`src/rtl/fpu_bus_if.sv`:
```
// Host-bus front end for the FPU core: synchronised chip-select register file,
// operand/command/status/result map and start/done handshake to the arithmetic core.
module fpu_bus_if #(
  parameter int unsigned DATA_W    = 8,
  parameter int unsigned OPERAND_W = 32,
  parameter int unsigned ADDR_W    = 6,
  parameter int unsigned OPCODE_W  = 4,
  parameter int unsigned FLAG_W    = 4
) (
  input  logic                 clk,
  input  logic                 arst,
  input  logic [DATA_W-1:0]    databus_in,
  output logic [DATA_W-1:0]    databus_out,
  input  logic [ADDR_W-1:0]    addr,
  input  logic                 cs,
  input  logic                 rd,
  input  logic                 wr,
  input  logic                 end_ack,
  output logic                 cmd_end,
  output logic                 busy,
  output logic                 core_start,
  output logic [OPCODE_W-1:0]  core_op,
  output logic [OPERAND_W-1:0] core_a,
  output logic [OPERAND_W-1:0] core_b,
  input  logic                 core_done,
  input  logic [OPERAND_W-1:0] core_result,
  input  logic [FLAG_W-1:0]    core_flags
);

  localparam int unsigned NB          = OPERAND_W / DATA_W;
  localparam int unsigned B_BASE      = NB;
  localparam int unsigned CMD_ADDR    = 2 * NB;
  localparam int unsigned STATUS_ADDR = 2 * NB + 1;
  localparam int unsigned RES_BASE    = 2 * NB + 2;

  typedef enum logic [1:0] {S_IDLE, S_RUN, S_DONE} state_e;

  state_e                state_q;
  logic [2:0]            sync1_q, sync2_q;
  logic                  wr_act_c, rd_act_c;
  logic                  wr_act_q, rd_act_q;
  logic                  wr_commit_q, rd_commit_q;
  logic [ADDR_W-1:0]     wr_addr_q, rd_addr_q;
  logic [DATA_W-1:0]     wr_data_q;
  logic [OPERAND_W-1:0]  result_q;
  logic [FLAG_W-1:0]     flags_q;
  logic                  err_q;
  logic                  hit_a_c, hit_b_c, hit_cmd_c;
  logic                  wr_ok_c, busy_wr_c, cmd_wr_c, status_rd_c;
  logic [DATA_W-1:0]     status_c;

  // Strobes are synchronised as active-high flags so a cleared flop means "idle".
  assign wr_act_c = sync2_q[0] & sync2_q[1];
  assign rd_act_c = sync2_q[0] & sync2_q[2];

  // Synchroniser, edge detect and capture of the committed access.
  always_ff @(posedge clk or negedge arst) begin
    if (!arst) begin
      sync1_q     <= '0;
      sync2_q     <= '0;
      wr_act_q    <= 1'b0;
      rd_act_q    <= 1'b0;
      wr_commit_q <= 1'b0;
      rd_commit_q <= 1'b0;
      wr_addr_q   <= '0;
      rd_addr_q   <= '0;
      wr_data_q   <= '0;
    end else begin
      sync1_q     <= {~rd, ~wr, ~cs};
      sync2_q     <= sync1_q;
      wr_act_q    <= wr_act_c;
      rd_act_q    <= rd_act_c;
      wr_commit_q <= wr_act_c & ~wr_act_q;
      rd_commit_q <= rd_act_c & ~rd_act_q;
      if (wr_act_c && !wr_act_q) begin
        wr_addr_q <= addr;
        wr_data_q <= databus_in;
      end
      if (rd_act_c && !rd_act_q) begin
        rd_addr_q <= addr;
      end
    end
  end

  assign hit_a_c     = (wr_addr_q < ADDR_W'(NB));
  assign hit_b_c     = (wr_addr_q >= ADDR_W'(B_BASE)) && (wr_addr_q < ADDR_W'(CMD_ADDR));
  assign hit_cmd_c   = (wr_addr_q == ADDR_W'(CMD_ADDR));
  assign wr_ok_c     = wr_commit_q && (state_q != S_RUN);
  assign busy_wr_c   = wr_commit_q && (state_q == S_RUN) && (hit_a_c || hit_b_c || hit_cmd_c);
  assign cmd_wr_c    = wr_ok_c && hit_cmd_c;
  assign status_rd_c = rd_commit_q && (rd_addr_q == ADDR_W'(STATUS_ADDR));

  // Operand lanes, frozen while an operation is in flight.
  always_ff @(posedge clk or negedge arst) begin
    if (!arst) begin
      core_a <= '0;
      core_b <= '0;
    end else if (wr_ok_c) begin
      for (int k = 0; k < int'(NB); k++) begin
        if (wr_addr_q == ADDR_W'(k))
          core_a[k*DATA_W +: DATA_W] <= wr_data_q;
        if (wr_addr_q == ADDR_W'(B_BASE + k))
          core_b[k*DATA_W +: DATA_W] <= wr_data_q;
      end
    end
  end

  // Sticky error: a busy write in the same cycle as a STATUS read keeps it set.
  always_ff @(posedge clk or negedge arst) begin
    if (!arst)            err_q <= 1'b0;
    else if (busy_wr_c)   err_q <= 1'b1;
    else if (status_rd_c) err_q <= 1'b0;
  end

  // Command FSM with registered handshake outputs.
  always_ff @(posedge clk or negedge arst) begin
    if (!arst) begin
      state_q    <= S_IDLE;
      cmd_end    <= 1'b0;
      busy       <= 1'b0;
      core_start <= 1'b0;
      core_op    <= '0;
      result_q   <= '0;
      flags_q    <= '0;
    end else begin
      core_start <= 1'b0;
      case (state_q)
        S_IDLE, S_DONE: begin
          if (cmd_wr_c) begin
            core_op    <= wr_data_q[OPCODE_W-1:0];
            cmd_end    <= 1'b0;
            busy       <= 1'b1;
            core_start <= 1'b1;
            state_q    <= S_RUN;
          end else if (state_q == S_DONE && end_ack) begin
            cmd_end <= 1'b0;
            state_q <= S_IDLE;
          end
        end
        S_RUN: begin
          if (core_done) begin
            result_q <= core_result;
            flags_q  <= core_flags;
            cmd_end  <= 1'b1;
            busy     <= 1'b0;
            state_q  <= S_DONE;
          end
        end
        default: state_q <= S_IDLE;
      endcase
    end
  end

  assign status_c = DATA_W'({flags_q, err_q, cmd_end, busy});

  // Host read mux, live only while the raw read strobe is asserted.
  always_comb begin
    databus_out = '0;
    if (!cs && !rd) begin
      for (int k = 0; k < int'(NB); k++) begin
        if (addr == ADDR_W'(k))            databus_out = core_a[k*DATA_W +: DATA_W];
        if (addr == ADDR_W'(B_BASE + k))   databus_out = core_b[k*DATA_W +: DATA_W];
        if (addr == ADDR_W'(RES_BASE + k)) databus_out = result_q[k*DATA_W +: DATA_W];
      end
      if (addr == ADDR_W'(STATUS_ADDR)) databus_out = status_c;
    end
  end

endmodule

```
`config.mk`:
```
export PLATFORM = sky130hd
export DESIGN_NAME = fpu_bus_if
export DESIGN_NICKNAME = d
export VERILOG_FILES = /design/src/rtl/fpu_bus_if.sv
export SDC_FILE = /design/constraint.sdc
export NUM_CORES = 1
export LEC_CHECK = 0
export ABC_AREA = 1
export BUFFER_PORTS_ARGS = -buffer_cell sky130_fd_sc_hd__buf_4
export CAP_MARGIN = 20
export CORE_MARGIN = 5
export CORE_UTILIZATION = 50
export CTS_CLUSTER_SIZE = 10
export DETAILED_ROUTE_END_ITERATION = 6
export PLACE_DENSITY = 0.72
export SYNTH_ARGS = -nofsm -noshare
export SYNTH_HDL_FRONTEND = slang
export SYNTH_SLANG_ARGS = --single-unit
```
`constraint.sdc`:
```
create_clock -name clk -period 2.7 [get_ports clk]
set_input_delay 0.135 -clock clk [delete_from_list [all_inputs] [get_ports clk]]
set_output_delay 0.135 -clock clk [all_outputs]
set_load 0.02 [all_outputs]
```
==> flow_summary_export.csv <==
group,metric,value,unit
status,status,"finished clean",
die,num_rows,40,
drt,vias,5863,
worst_setup_path,path_max_fanout,14,
sta,slew_viol_final,0,
synthesis,synth-compound-area-share,9.51,%
drt,post-route-drc-count,0,
power_and_ir_drop,power.density,795,nW/um2
die,dieWidth,122,um
cts,postCtsSetupRepairBufs,0,
die,die-area,14800,um2
synthesis,synth_area,6250,um2
synthesis,synthArstFlopShare,100,%
final_layout,final_cell_mix,"263 x nand2_1, 140 x dfrtp_1, 139 x buf_4",
drt,ant_nets,0,
die,initial_utilization,51.6,%
drt,wl_per_cell,17.8,um
drt,viasPerCell,5.25,
synthesis,synth.net_count,802,
place,placed_cells,1035,
sta,timing.final.crit_share,89.3,%
global_routing,grt_pass1_wl,31400,um
synthesis,synthFlopType,"dfrtp_1",
cts,tritoncts,"built",
worst_setup_path,critPathLaunchType,"input port",
power_and_ir_drop,p_total,6.78,mW
power_and_ir_drop,max-vdd-ir-drop,0.000580,V
final_layout,fin_cells,1117,
cts,worstSkewPairLatency,0.42,ns
worst_setup_path,crit_type,"in -> out",
drt,wl,19900,um
sta,slew_headroom,41.5,%
final_layout,utilization,70.4,%
sta,max_freq,0.415,GHz
synthesis,seq_area_frac_synth,56.1,%
cts,clockBufferDepth,2,
global_routing,grt-ovfl-total,0,
flow_run,cap_viol_max_count,0,
synthesis,synth_xor_area_share,0,%
final_layout,post_route_cells_drive_above_1_share,23.1,%
synthesis,ys_types,31,
synthesis,synth_area_leader_cell,"dfrtp_1",
worst_setup_path,cp-end-kind,"primary output",
die,fp.dieH,122,um
synthesis,syn_avg_cell_area,8.39,um2
place,dpl-instance-area,7450,um2
sta,fin_skew,0.00648,ns
worst_setup_path,worstPathRequired,2.57,ns
synthesis,synth_top_area_share,56.1,%
cts,cts_made_buffers,17,
sta,rsz0062_at_grt,"false",
synthesis,synth_edf_count,0,
final_layout,area_growth_syn_to_layout,36.4,%
cts,clk_pin_slew_worst_paths,0.06,ns
synthesis,synth_mux_area_share,0,%
synthesis,netlist_top_cells_area,"dfrtp_1 56%, nand2_1 16%, o21ai_0 7.0%",
die,core,12100,um2
drt,initialDrtViolationCount,539,
worst_setup_path,arrival,2.28,ns
sta,worst_pin_slew,0.871,ns
drt,dr.pass1.iters,6,
synthesis,netlist_instances,745,
place,dp_hpwl,13900,um
cts,htreeDepth,4,
global_routing,grt_usage,27.9,%
synthesis,synth-simple-area-share,28.8,%
global_routing,antenna_found_initial,0,
global_routing,grt_max_degree,66,
sta,tns,0,ns
synthesis,ys_ff_latch,140,
power_and_ir_drop,p_leak,4.25,nW
synthesis,synth_fa_ha_area_share,0,%
cts,cts_num_sinks,140,
place,portBuffers,135,
final_layout,fillers,947,
synthesis,yosys_warnings,0,
final_layout,n_antenna_cell,0,
place,globalplace.congestion,0.977,
hold_path,hp-class,"in -> reg",
final_layout,mostFrequentLayoutCell,"nand2_1",
final_layout,nets,993,
synthesis,synth_top_family_by_area,"simple AND/OR/NAND/NOR gates",
global_routing,first_global_vias,5928,
final_layout,stdcell_area,8520,um2
sta,finalHoldViolCount,0,
sta,layout_min_cycle_time,2.41,ns
die,ios,136,
cts,root_buffer,"clkbuf_16",
sta,setup_violations,0,
-- critical path, cell delays in order --
cell,delay [ns]
dlygate4sd3_1,0.55
buf_4,0.18
nor2_4,0.27
nand2_1,0.15
nor2_1,0.22
nand2_1,0.09
nand2_1,0.06
nor2_1,0.05
nand4_1,0.08
nor2_1,0.06
nand3_1,0.09
a21oi_1,0.08
nor2_1,0.10
buf_4,0.15
-- state kept, by name, summed over array words and instances, names as in the netlist --
signal and count:
core_start 1, sync2_q 3, wr_addr_q 6, err_q 1, core_op 4, busy 1
flags_q 4, rd_commit_q 1, rd_act_q 1, wr_data_q 8, core_b 32, wr_commit_q 1
sync1_q 3, rd_addr_q 6, cmd_end 1, result_q 32, wr_act_q 1, state_q 2
core_a 32
-- final timing paths --
kind	from	to	slack (ns)	cells past startpoint
setup / recovery	addr[1]	databus_out[7]	0.29	14
hold reg to reg	sync1_q[1]	sync2_q[1]	0.35	0
max in group asynchronous	arst	result_q[24]	1.68	3
hold / removal	addr[3]	wr_addr_q[3]	0.02	3
setup reg to reg	state_q[0]	core_a[11]	0.81	9
min in group asynchronous	arst	sync1_q[2]	0.28	2
-- kinds of logic (layout without fill, tap and decap cells) --
logic type / count (synthesis) / in the layout
flip-flops: 140 / 140
AO/OA/AOI/OAI: 116 / 116
buffers and inverters: 87 / 291
AND/OR/NAND/NOR: 402 / 402
-- timing repair --
item,4_1_cts,5_1_grt
resized for setup,0,1
setup endpoints to repair,0,4
hold endpoints to repair,112,0
hold buffers,50,0
-- through the flow --
| step | worst slack (ns) | hold slack [ns] |
|---|---|---|
| finish | 0.289 | 0.0153 |
| global placement | 0.825 | 0.158 |
| detailed placement | 0.730 | 0.167 |
| global route | 0.145 | 0.0238 |
| floorplan | 1.17 | -0.161 |
| CTS | 0.160 | 0.00497 |
-- Yosys cell counts (2+ instances only) --
| cell type | instances |
|---|---|
| nor2_4 | 9 |
| inv_1 | 51 |
| nand3_1 | 22 |
| dfrtp_1 | 140 |
| nand2_1 | 263 |
| nand2_2 | 6 |
| nor2_1 | 59 |
| nand2_4 | 2 |
| clkbuf_1 | 10 |
| nor3_4 | 2 |
| inv_2 | 15 |
| a21oi_1 | 23 |
| or2_0 | 5 |
| buf_2 | 8 |
| inv_4 | 2 |
| nor2_2 | 5 |
| nand4_1 | 22 |
| o21ai_0 | 88 |
-- final cells by class --
type	instances	area, um2	share of cell area (%)
Sequential cell	140	3500	41.1
Multi-Input combinational cell	518	2400	28.2
Timing Repair Buffer	191	1580	18.5
Clock buffer	19	453	5.31
Inverter	68	260	3.05
Tap cell	168	210	2.47
Clock inverter	13	119	1.39
-- where the power goes --
group | total [mW] | switching [mW] | internal [mW]
Combinational | 1.55 | 0.922 | 0.624
Clock | 2.23 | 0.915 | 1.31
Sequential | 3.00 | 0.428 | 2.57
-- routing by layer --
layer	vias up	track usage [%]	routed length, um
li1	2760	-	-
met1	2781	36.6	8270
met2	269	44.5	9460
met3	53	7.43	1600
met4	0	10.4	520
met5	-	0	0
Power figures use the tool's default switching activity.
